--- config.mk ---
export PLATFORM = sky130hd
export DESIGN_NAME = tm1638_responder
export DESIGN_NICKNAME = d
export VERILOG_FILES = /design/src/rtl/tm1638_responder.sv
export SDC_FILE = /design/constraint.sdc
export NUM_CORES = 1
export LEC_CHECK = 0
export ABC_CLOCK_PERIOD_IN_PS = 2600
export CAP_MARGIN = 20
export CORE_MARGIN = 8
export CORE_UTILIZATION = 35
export DETAILED_ROUTE_END_ITERATION = 6
export GPL_ROUTABILITY_DRIVEN = 1
export PLACE_DENSITY = 0.64
export SYNTH_ARGS = -nofsm -noshare
export SYNTH_HDL_FRONTEND = slang
export SYNTH_SLANG_ARGS = --single-unit
--- constraint.sdc ---
create_clock -name CK_i -period 2.6 [get_ports CK_i]
set_input_delay 0.78 -clock CK_i [delete_from_list [all_inputs] [get_ports CK_i]]
set_output_delay 0.78 -clock CK_i [all_outputs]
set_load 0.05 [all_outputs]
--- src/rtl/tm1638_responder.sv ---
// tm1638_responder: behavioural far-end model of a TM1638 LED/key driver.
// Decodes data/address/display-control commands arriving on STB/CLK/DIO,
// holds the 16-byte display RAM and brightness state, and returns a
// 4-byte key-scan frame on read commands. Everything runs on CK_i; the
// serial pins are treated as asynchronous and synchronized first.

module tm1638_responder #(
    parameter int C_KEY_W = 8
) (
    input  logic                 CK_i,
    input  logic                 XARST_i,
    input  logic                 SS_i,
    input  logic                 SCLK_i,
    input  logic                 MOSI_i,
    output logic                 MISO_o,
    output logic                 MISO_OE_o,
    input  logic [C_KEY_W-1:0]   KEYS_i,
    output logic [127:0]         DISP_RAM_o,
    output logic                 DISP_ON_o,
    output logic [2:0]           BRIGHT_o,
    output logic [3:0]           ADDR_o,
    output logic                 FRAME_o,
    output logic                 ERR_o
);

    // Transfer states
    localparam logic [2:0] S_IDLE  = 3'd0;
    localparam logic [2:0] S_CMD   = 3'd1;
    localparam logic [2:0] S_WAIT  = 3'd2;
    localparam logic [2:0] S_WDATA = 3'd3;
    localparam logic [2:0] S_RDATA = 3'd4;

    // Scan frame: byte n carries key n in bit0 and key n+4 in bit4.
    function automatic logic [31:0] build_frame(input logic [7:0] keys);
        logic [31:0] f;
        f = 32'h0000_0000;
        for (int n = 0; n < 4; n++) begin
            f[8*n]     = keys[n];
            f[8*n + 4] = keys[n + 4];
        end
        return f;
    endfunction

    // ------------------------------------------------------------------
    // Key inputs padded/trimmed to the 8 keys the frame can carry
    // ------------------------------------------------------------------
    logic [7:0]  w_keys_pad;
    logic [31:0] w_frame;

    generate
        if (C_KEY_W >= 8) begin : g_keys_full
            assign w_keys_pad = KEYS_i[7:0];
        end else begin : g_keys_pad
            assign w_keys_pad = {{(8 - C_KEY_W){1'b0}}, KEYS_i};
        end
    endgenerate

    assign w_frame = build_frame(w_keys_pad);

    // ------------------------------------------------------------------
    // Synchronizers and registered edge pulses
    // ------------------------------------------------------------------
    logic r_ss_s1, r_ss_s2, r_ss_d;
    logic r_sclk_s1, r_sclk_s2, r_sclk_d;
    logic r_mosi_s1, r_mosi_s2;
    logic r_ss_rise, r_ss_fall, r_sclk_rise, r_sclk_fall, r_mosi_bit;

    // Two-stage synchronizers, edge register, and one-CK edge pulses.
    // SS sync resets low so a transfer already in flight at reset release
    // is not mistaken for a new falling edge.
    always_ff @(posedge CK_i or negedge XARST_i) begin
        if (!XARST_i) begin
            r_ss_s1     <= 1'b0;
            r_ss_s2     <= 1'b0;
            r_ss_d      <= 1'b0;
            r_sclk_s1   <= 1'b1;
            r_sclk_s2   <= 1'b1;
            r_sclk_d    <= 1'b1;
            r_mosi_s1   <= 1'b0;
            r_mosi_s2   <= 1'b0;
            r_ss_rise   <= 1'b0;
            r_ss_fall   <= 1'b0;
            r_sclk_rise <= 1'b0;
            r_sclk_fall <= 1'b0;
            r_mosi_bit  <= 1'b0;
        end else begin
            r_ss_s1     <= SS_i;
            r_ss_s2     <= r_ss_s1;
            r_ss_d      <= r_ss_s2;
            r_sclk_s1   <= SCLK_i;
            r_sclk_s2   <= r_sclk_s1;
            r_sclk_d    <= r_sclk_s2;
            r_mosi_s1   <= MOSI_i;
            r_mosi_s2   <= r_mosi_s1;
            r_ss_rise   <= r_ss_s2 & ~r_ss_d;
            r_ss_fall   <= ~r_ss_s2 & r_ss_d;
            r_sclk_rise <= r_sclk_s2 & ~r_sclk_d;
            r_sclk_fall <= ~r_sclk_s2 & r_sclk_d;
            r_mosi_bit  <= r_mosi_s2;
        end
    end

    // ------------------------------------------------------------------
    // Transfer engine
    // ------------------------------------------------------------------
    logic [2:0]  r_state;
    logic [2:0]  r_bitcnt;
    logic [6:0]  r_shift;
    logic [30:0] r_rd_shift;
    logic        r_rise_seen;
    logic        r_fixed;
    logic        r_wrote;
    logic [3:0]  r_addr;
    logic        r_disp_on;
    logic [2:0]  r_bright;
    logic        r_miso;
    logic        r_miso_oe;
    logic        r_frame_pulse;
    logic        r_err;
    logic [7:0]  r_ram [0:15];

    logic       w_sclk_rise;
    logic [7:0] w_byte;

    // A simultaneous SS rise suppresses the SCLK rise sample.
    assign w_sclk_rise = r_sclk_rise & ~r_ss_rise;
    // Byte as it will be once the current MOSI bit is shifted in (LSB first).
    assign w_byte      = {r_mosi_bit, r_shift};

    // Command decode, RAM writes, read-frame shifting and status flags.
    always_ff @(posedge CK_i or negedge XARST_i) begin
        if (!XARST_i) begin
            r_state       <= S_IDLE;
            r_bitcnt      <= 3'd0;
            r_shift       <= 7'd0;
            r_rd_shift    <= 31'd0;
            r_rise_seen   <= 1'b0;
            r_fixed       <= 1'b0;
            r_wrote       <= 1'b0;
            r_addr        <= 4'd0;
            r_disp_on     <= 1'b0;
            r_bright      <= 3'd0;
            r_miso        <= 1'b0;
            r_miso_oe     <= 1'b0;
            r_frame_pulse <= 1'b0;
            r_err         <= 1'b0;
            for (int i = 0; i < 16; i++) begin
                r_ram[i] <= 8'h00;
            end
        end else begin
            r_frame_pulse <= 1'b0;
            if (r_ss_rise) begin
                // End of transfer: a partially received byte is an error.
                if ((r_state != S_IDLE) && (r_bitcnt != 3'd0)) begin
                    r_err <= 1'b1;
                end else begin
                    r_err <= r_err;
                end
                r_frame_pulse <= r_wrote;
                r_wrote       <= 1'b0;
                r_state       <= S_IDLE;
                r_bitcnt      <= 3'd0;
                r_miso_oe     <= 1'b0;
                r_rise_seen   <= 1'b0;
            end else if (r_ss_fall) begin
                r_state     <= S_CMD;
                r_bitcnt    <= 3'd0;
                r_wrote     <= 1'b0;
                r_miso_oe   <= 1'b0;
                r_rise_seen <= 1'b0;
            end else begin
                case (r_state)
                    S_CMD: begin
                        if (w_sclk_rise) begin
                            r_shift  <= w_byte[7:1];
                            r_bitcnt <= r_bitcnt + 3'd1;
                            if (r_bitcnt == 3'd7) begin
                                case (w_byte[7:6])
                                    2'b01: begin
                                        if (w_byte[1]) begin
                                            r_state     <= S_RDATA;
                                            r_miso_oe   <= 1'b1;
                                            r_miso      <= w_frame[0];
                                            r_rd_shift  <= w_frame[31:1];
                                            r_rise_seen <= 1'b0;
                                        end else begin
                                            r_fixed <= w_byte[2];
                                            r_state <= S_WAIT;
                                        end
                                    end
                                    2'b11: begin
                                        r_addr  <= w_byte[3:0];
                                        r_state <= S_WDATA;
                                    end
                                    2'b10: begin
                                        r_disp_on <= w_byte[3];
                                        r_bright  <= w_byte[2:0];
                                        r_state   <= S_WAIT;
                                    end
                                    default: begin
                                        r_err   <= 1'b1;
                                        r_state <= S_WAIT;
                                    end
                                endcase
                            end else begin
                                r_state <= r_state;
                            end
                        end else begin
                            r_state <= r_state;
                        end
                    end
                    S_WDATA: begin
                        if (w_sclk_rise) begin
                            r_shift  <= w_byte[7:1];
                            r_bitcnt <= r_bitcnt + 3'd1;
                            if (r_bitcnt == 3'd7) begin
                                r_ram[r_addr] <= w_byte;
                                r_wrote       <= 1'b1;
                                if (!r_fixed) begin
                                    r_addr <= r_addr + 4'd1;
                                end else begin
                                    r_addr <= r_addr;
                                end
                            end else begin
                                r_wrote <= r_wrote;
                            end
                        end else begin
                            r_state <= r_state;
                        end
                    end
                    S_RDATA: begin
                        // Advance only on a falling edge that follows a rise,
                        // so the fall right after command decode keeps bit0.
                        if (w_sclk_rise) begin
                            r_bitcnt    <= r_bitcnt + 3'd1;
                            r_rise_seen <= 1'b1;
                        end else if (r_sclk_fall && r_rise_seen) begin
                            r_miso      <= r_rd_shift[0];
                            r_rd_shift  <= {1'b0, r_rd_shift[30:1]};
                            r_rise_seen <= 1'b0;
                        end else begin
                            r_rise_seen <= r_rise_seen;
                        end
                    end
                    S_WAIT: begin
                        r_state <= S_WAIT;
                    end
                    S_IDLE: begin
                        r_state <= S_IDLE;
                    end
                    default: begin
                        r_state <= S_IDLE;
                    end
                endcase
            end
        end
    end

    // ------------------------------------------------------------------
    // Outputs
    // ------------------------------------------------------------------
    generate
        for (genvar g = 0; g < 16; g++) begin : g_ram_out
            assign DISP_RAM_o[8*g +: 8] = r_ram[g];
        end
    endgenerate

    assign MISO_o    = r_miso;
    assign MISO_OE_o = r_miso_oe;
    assign DISP_ON_o = r_disp_on;
    assign BRIGHT_o  = r_bright;
    assign ADDR_o    = r_addr;
    assign FRAME_o   = r_frame_pulse;
    assign ERR_o     = r_err;

endmodule

### After elaboration in Yosys (flattened, before gate mapping)

Index checks and enable logic that the tools add are counted.

| word-level totals | value |
|---|---|
| latch bits | 0 |
| bits in registers | 200 |
| memory bits (writable) | 0 |
| bits in read-only memories | 0 |
| memories | 0 |

| operators by class | value |
|---|---|
| equal/unequal tests | 27 |
| div/mod/pow operators | 0 |
| $lt $le $gt $ge | 2 |
| reductions and logical operators | 34 |
| bitwise operators | 13 |
| multipliers | 0 |
| shift-type cells | 0 |
| $add $sub $neg | 2 |
| multiplexer cells | 64 |

Operators by type and width:

| kind | count |
|---|---|
| 2-to-1 mux 31 bit | 6 |
| bitwise mux 128 bit | 1 |
| case mux 31 bit (2 select lines) | 1 |
| 2-to-1 mux 1 bit | 34 |
| demux 8 bit (select 4 bit) | 1 |
| 2-to-1 mux 3 bit | 9 |
| nonzero test 3 bit | 9 |
| 2-to-1 mux 4 bit | 6 |
| != test 2 bit, second input constant | 9 |
| AND reduction 6 bit | 3 |
| AND reduction 9 bit | 2 |
| != test 4 bit, second input constant | 3 |
| AND reduction 5 bit | 2 |
| nonzero test 2 bit | 5 |
| case mux 3 bit (3 select lines) | 1 |
| 2-to-1 mux 8 bit | 1 |
| != test 2 x 1 -> 1 bit, second input constant | 4 |
| case mux 4 bit (2 select lines) | 1 |
| inverter 1 bit | 7 |
| AND reduction 7 bit | 1 |
| equality test 3 x 2 -> 1 bit, second input constant | 2 |
| equality test 3 bit, second input constant | 2 |
| case mux 3 bit (2 select lines) | 1 |
| AND reduction 3 bit | 2 |
| 19 further kinds | 29 |

### Logic depth before layout (Yosys ltp)

Gate-level depths: netlist (run 1).

| logic depth | value |
|---|---|
| word-level depth | 8 |
| gate-level depth with buffers | 8 |
| gate-level depth less buffers | 6 |

### Worst setup path after synthesis (run 1)

No wires, ideal clock.

| timing path | value |
|---|---|
| path kind | register -> register |
| start | reg r_addr[2] (netlist: ADDR_o[2]) |
| end | reg r_ram (netlist bit DISP_RAM_o[100]) |
| slack | 0.478 ns |
| data required time | 2.475 ns |
| stages on the path, launching flop included | 5 |
| data arrival time | 1.998 ns |
| library setup time | 0.125 ns |
| cell sequence | dfrtp_1 inv_1 nor4_4 nand3_2 mux2_2 |

| on the way | value |
|---|---|
| word-level cells in the longest chain between the ends | 6 |
| elaborated cells on any way between the ends | 7 |
| classes of those cells | 2 x order compare; 3 x mux; 1 x bitwise; 1 x reduce/logical |

Ends and longest elaborated chain:

| what | line | source |
|---|---|---|
| start: declaration | 113 | `logic [3:0] r_addr;` |
| start signal: assignment | 192 | `r_addr <= w_byte[3:0];` |
| start signal: assignment | 220 | `r_addr <= r_addr + 4'd1;` |
| start signal: assignment | 222 | `r_addr <= r_addr;` |
| inverter 4 -> 5 bit (not written as such) * | 217 | `r_ram[r_addr] <= w_byte;` |
| >= comparator 5 bit (not written as such) or less-than comparator 5 x 1 -> 1 bit (tied branches) | 217 |  |
| logical AND 1 bit (not written as such) | 217 |  |
| 2-to-1 mux 8 bit (not written as such) | 217 |  |
| demux 8 bit (select 4 bit) * | 217 |  |
| bitwise mux 128 bit * | 217 |  |
| end signal: indexed assignment | 217 |  |
| end: declaration | 120 | `logic [7:0] r_ram [0:15];` |

Every way passes the cells marked *; elsewhere a longest branch is shown, timed or not.
A chain may end at the register's enable or synchronous reset.

### Worst setup path after layout (run 1)

| timing path | value |
|---|---|
| start | reg r_addr[1] (netlist: ADDR_o[1]) |
| end | out ADDR_o[1] |

RTL lines:

| what | line | source |
|---|---|---|
| end: declaration | 21 | `output logic [3:0] ADDR_o,` |

No word-level cell between the ends.

==> results of run 1 <==
[cell families (layout without fill, tap and decap cells)]
| family | count (synthesis) | after routing | share of synthesized area |
|---|---|---|---|
| flops | 197 | 197 | 0.635 |
| mux | 158 | 158 | 0.229 |
| simple gates | 72 | 72 | 0.0595 |
| compound gates | 43 | 43 | 0.0443 |
| buf+inv | 38 | 204 | 0.0198 |
| fa+ha+maj | 7 | 7 | 0.0113 |
| xor+xnor | 1 | 1 | 0.00113 |
[registers in the layout (all words and copies together) (netlist names), 3 cells and up]
name,count
r_bitcnt,3
BRIGHT_o,3
ADDR_o,4
DISP_RAM_o,128
r_shift,7
r_state,3
r_rd_shift,28
[cell usage after synthesis, types with 5 or more instances]
library cell,instances,area share
clkbuf_1,21,0.010
o21ai_0,5,0.0032
a21oi_1,7,0.0045
a22o_1,22,0.025
inv_1,6,0.0029
buf_2,9,0.0058
and3_1,9,0.0073
dfrtp_1,194,0.63
nor2b_1,8,0.0064
ha_1,7,0.011
nor2_1,13,0.0063
mux2_2,154,0.22
nand2_1,6,0.0029
nand3_2,8,0.010
[layout make-up]
type | instances | area [sq um]
timing repair buffer | 166 | 1670
inverter | 6 | 22.5
tap | 280 | 350
clock buffer | 17 | 425
multi-input combinational | 281 | 2680
sequential | 197 | 4930
fill | 1937 | 11600
clock inverter | 15 | 164
[metal layers]
layer	vias up	track usage	share of wire
met4	0	0.0561	0.021
met1	2477	0.184	0.42
met2	161	0.232	0.47
li1	2151	-	-
met5	-	0	0
met3	25	0.0533	0.083
[worst reg2reg max path, stage by stage, from the launching register on]
cell and delay, ns:
dfrtp_1 0.39, ha_1 0.17, ha_1 0.18, nand2_1 0.15, nor4_2 0.25, buf_4 0.18
and3_1 0.43, mux2_2 0.40
[stage by stage]
stage	instances	setup WS, ns	power (mW)	area, sq um	utilization
floorplan	516	0.478	3.45	7760	-
global placement	930	0.392	3.67	9650	0.442
global route	962	0.0204	6.47	10200	0.469
CTS	962	0.0497	6.31	10200	0.469
finish	962	0.0688	6.21	10200	0.469
detailed placement	930	0.346	3.69	9650	0.442
[path summary, 6_finish.rpt]
path	startpoint	endpoint	cells past startpoint
hold reg to reg	r_mosi_s1	r_mosi_s2	0
hold / removal	XARST_i	r_rise_seen	1
setup / recovery	ADDR_o[1]	ADDR_o[1]	1
max in group asynchronous	XARST_i	DISP_RAM_o[68]	2
setup reg to reg	r_bitcnt[1]	DISP_RAM_o[88]	7
min in group CK_i	r_mosi_s1	r_mosi_s2	0
[power by group]
part	internal, mW	switching (mW)
sequential	3.12	0.198
combinational	0.116	0.188
clock	1.37	1.23
==> summary.md, run 1 <==
| Metric | Value |
|---|---|
| CP Data Arrival Time | `1.75 ns` |
| Row count | `54` |
| Clk slew on worst S/H paths | `0.08 ns` |
| Antenna cells | `0` |
| Async set or reset register ratio after synthesis | `1.00` |
| Setup-failing EPs final | `0` |
| Number of buffers created by CTS | `17` |
| Avg Cell Area, Syn | `15.0 sq um` |
| Mapped Nets | `536` |
| Starting Density | `0.356` |
| CTS max path bufs | `2` |
| Setup TNS | `0 ns` |
| Routed Antenna Nets | `0` |
| Nature of the critical path startpoint | `flop` |
| Die Wd | `165 microns` |
| Critical path required time | `1.82 ns` |
| Largest net degree at the start of global routing | `77` |
| Core area | `21800 sq um` |
| First-pass GRT wire length | `30800 microns` |
| Drt wl/cell | `20.3 microns` |
| Gr usage total | `0.148` |
| Die ar. | `27200 sq um` |
| Cell family with most CP delay | `buffers and inverters` |
| Clock sink total | `197` |
| Dpl hpwl | `13900 microns` |
| Via density | `5.00` |
| Skew-Pair Late Insertion Delay | `0.43 ns` |
| Postcts setup bufs | `0` |
| Leak | `4.80 nW` |
| Kind of critical path | `flop to primary output` |
| Final Slew Violations | `0` |
| Gr ovfl total | `0` |
| Final min period | `2.53 ns` |
| Commonest non-fill, non-tap cell in the layout | `dfrtp_1` |
| Hold Path Class | `input port to asynchronous set/reset pin` |
| Post-synth EDFFs | `0` |
| Pwr dens | `607 nW/um^2` |
| Remaining DRCs | `0` |
| Fmax | `0.395 GHz` |
| Port Buffers | `152` |
| Root buffer cell | `clkbuf_16` |
| Final Skew | `0.0125 ns` |
| Cts hold-fix bufs | `0` |
| Max FO, Critical Path | `6` |
| Area Overhead vs Synth | `31.9%` |
| Final #Nets | `689` |
| Post-synthesis cell count | `516` |
| Drt total wl | `19500 microns` |
| Status | `finished, final reports clean` |
| Tcrit/Tclk final | `0.974` |
| Worst hold margin | `0.299 ns` |
| Yosys reg bits | `197` |
| CP Capture Type | `primary output` |
| Post-CTS resize count | `0` |
| Slowest stage cell, crit path | `clkdlybuf4s50_1` |
| CP Cell Sequence | `clkdlybuf4s50_1` |
| RSZ-0062 raised after global routing | `no` |
| Yosys warns | `0` |
| DRT Pass-1 Iters | `4` |
| Main flop type after synthesis | `dfrtp_1` |
| Max_cap viols | `0` |
| Buf/Inv on CP | `1` |
| Most frequent cells in the layout | `dfrtp_1 (194), mux2_2 (154), clkdlybuf4s50_1 (150)` |
| Cell area after synthesis | `7760 sq um` |
| Vias in the first global route | `5382` |
| Cell variety after synth | `42` |
| Via count | `4814` |
| VDD IR max | `0.404 mV` |
| Share of cells above drive strength 1 | `0.320` |
| Routability cong. | `0.797` |
| FF-to-FF setup slack | `0.34 ns` |
| Initial antenna violation count | `0` |
| Fin. Hold Viols | `0` |
| Die height | `165 microns` |
| Boundary pin count | `153` |
| Slew @ Worst Pin | `0.853 ns` |
| Initial DRC count | `233` |
| CTS tree | `built` |
| Number of H-tree levels | `4` |
| Max incr delay on CP | `0.87 ns` |
| Slew HR | `0.431` |
| Sequential area share after synthesis | `0.635` |
Note: power is estimated with default switching activity, not from simulation.
==> run 2, diff against run 1 <==
--- a/config.mk
+++ b/config.mk
@@ -7,11 +7,14 @@
 export LEC_CHECK = 0
 export ABC_CLOCK_PERIOD_IN_PS = 2600
 export CAP_MARGIN = 20
+export CELL_PAD_IN_SITES_DETAIL_PLACEMENT = 1
+export CELL_PAD_IN_SITES_GLOBAL_PLACEMENT = 1
 export CORE_MARGIN = 8
 export CORE_UTILIZATION = 35
 export DETAILED_ROUTE_END_ITERATION = 6
 export GPL_ROUTABILITY_DRIVEN = 1
-export PLACE_DENSITY = 0.64
+export PLACE_DENSITY = 0.74
+export SLEW_MARGIN = 15
 export SYNTH_ARGS = -nofsm -noshare
 export SYNTH_HDL_FRONTEND = slang
 export SYNTH_SLANG_ARGS = --single-unit
==> run 2 against run 1 <==
Net effect: largest power group unchanged; worst hold slack better by 0.045 ns; setup slack worse by 0.0097 ns; clock power about the same; highest routed layer unchanged; core utilization is 0.13 points higher; critical endpoint is now ADDR_o[0]; power is essentially flat; count of clock-buffer cells in the layout unchanged; critical path depth unchanged.
==> summary.md, run 2 (synthesis gave the netlist of run 1 again) <==
| Metric | Value |
|---|---|
| Area after DPL | `9680 sq um` |
| Fin. Hold Viols | `0` |
| Buf/Inv on CP | `1` |
| CP Cell Sequence | `clkdlybuf4s50_1` |
| Most frequent cells in the layout | `dfrtp_1 (194), mux2_2 (154), clkdlybuf4s50_1 (150)` |
| Routability cong. | `0.813` |
| Largest net degree at the start of global routing | `62` |
| Hold Path Class | `input port to asynchronous set/reset pin` |
| Cts hold-fix bufs | `0` |
| P_int | `4.53 mW` |
| Postcts setup bufs | `0` |
| Gr ovfl total | `0` |
| VDD IR max | `0.439 mV` |
| Pwr dens | `605 nW/um^2` |
| Die Wd | `165 microns` |
| Via count | `4877` |
| Max_cap viols | `0` |
| Max reg flops | `128` |
| Final min period | `2.54 ns` |
| Tcrit/Tclk final | `0.977` |
| Final Slew Violations | `0` |
| Area of the multi-input gates | `2680 sq um` |
| Tot Pwr | `6.22 mW` |
| Initial DRC count | `189` |
| Slew @ Worst Pin | `0.868 ns` |
| Cell family with most CP delay | `buffers and inverters` |
| RSZ-0062 raised after global routing | `no` |
| Number of H-tree levels | `4` |
| Drt total wl | `21200 microns` |
| Fmax | `0.394 GHz` |
| Seq pwr share | `0.535` |
| Port Buffers | `152` |
| Clk slew on worst S/H paths | `0.08 ns` |
| Final #Nets | `694` |
| Design Area, Final | `10300 sq um` |
| CTS max path bufs | `2` |
| Sw Ratio | `0.272` |
| Number of buffers created by CTS | `17` |
| FILL cells | `2171` |
| Setup WS pre-CTS | `0.311 ns` |
| Routed Antenna Nets | `0` |
| Core area | `21800 sq um` |
| Post-CTS resize count | `0` |
| CP Data Arrival Time | `1.76 ns` |
| Sw Pwr | `1.69 mW` |
| Die height | `165 microns` |
| Utilization after layout | `0.471` |
| Remaining DRCs | `0` |
| Skew-Pair Late Insertion Delay | `0.44 ns` |
| Share of cells above drive strength 1 | `0.322` |
| Die ar. | `27200 sq um` |
| Worst hold margin | `0.344 ns` |
| DP Cell Count | `935` |
| Max FO, Critical Path | `5` |
| Leak | `4.83 nW` |
| Share of total power in combinational logic | `0.050` |
| Vias in the first global route | `5544` |
| Setup-failing EPs final | `0` |
| Status | `finished, final reports clean` |
| Non-filler instance count after layout | `966` |
| Dpl hpwl | `14800 microns` |
| Kind of critical path | `flop to primary output` |
| Root buffer cell | `clkbuf_16` |
| Boundary pin count | `153` |
| Row count | `54` |
| Starting Density | `0.356` |
| Clock sink total | `197` |
| Final worst-path setup slack | `0.0591 ns` |
| Slew HR | `0.422` |
| Final Skew | `0.0162 ns` |
| FF-to-FF setup slack | `0.32 ns` |
| DRT Pass-1 Iters | `4` |
| Critical path required time | `1.82 ns` |
| Max incr delay on CP | `0.89 ns` |
| Via density | `5.05` |
| First-pass GRT wire length | `33700 microns` |
| Antenna cells | `0` |
| Slowest stage cell, crit path | `clkdlybuf4s50_1` |
| CP Capture Type | `primary output` |
| Drt wl/cell | `21.9 microns` |
| Area Overhead vs Synth | `32.3%` |
| Setup TNS | `0 ns` |
| Initial antenna violation count | `0` |
| Clock share of power | `0.415` |
| CTS tree | `built` |
| Commonest non-fill, non-tap cell in the layout | `dfrtp_1` |
| Nature of the critical path startpoint | `flop` |
| Reg area | `4930 sq um` |
| Gr usage total | `0.164` |
run 2: layer usage:
layer,part of all wire,GRT usage
met5,0,0
met1,0.43,0.208
met3,0.080,0.0611
met4,0.0087,0.0401
met2,0.48,0.260
run 2: final timing paths:
check,to,start,cells after the start
worst min-delay path,r_rd_shift[8],XARST_i,1
max in group asynchronous,DISP_RAM_o[105],XARST_i,2
worst max register to register,DISP_RAM_o[77],r_bitcnt[1],7
worst min register to register,r_mosi_bit,r_mosi_s2,0
min in group CK_i,r_mosi_bit,r_mosi_s2,0
worst max-delay path,ADDR_o[0],ADDR_o[0],1
run 2: layout make-up:
cell class              count  area share
repair buffers            171       0.165
clock inverters            14      0.0157
multi-input cells         281       0.261
well taps                 280      0.0341
flip-flops and latches    197       0.480
inverters                   6     0.00219
clock buffers              17      0.0414
run 2: power by group through the flow:
stage	sequential, mW	clock (mW)	combinational, mW
final	3.33	2.58	0.313
after global routing	3.35	2.78	0.344
after CTS	3.33	2.66	0.322
after detailed placement	3.39	0	0.319
after global placement	3.38	0	0.304
after floorplan	3.25	0	0.196
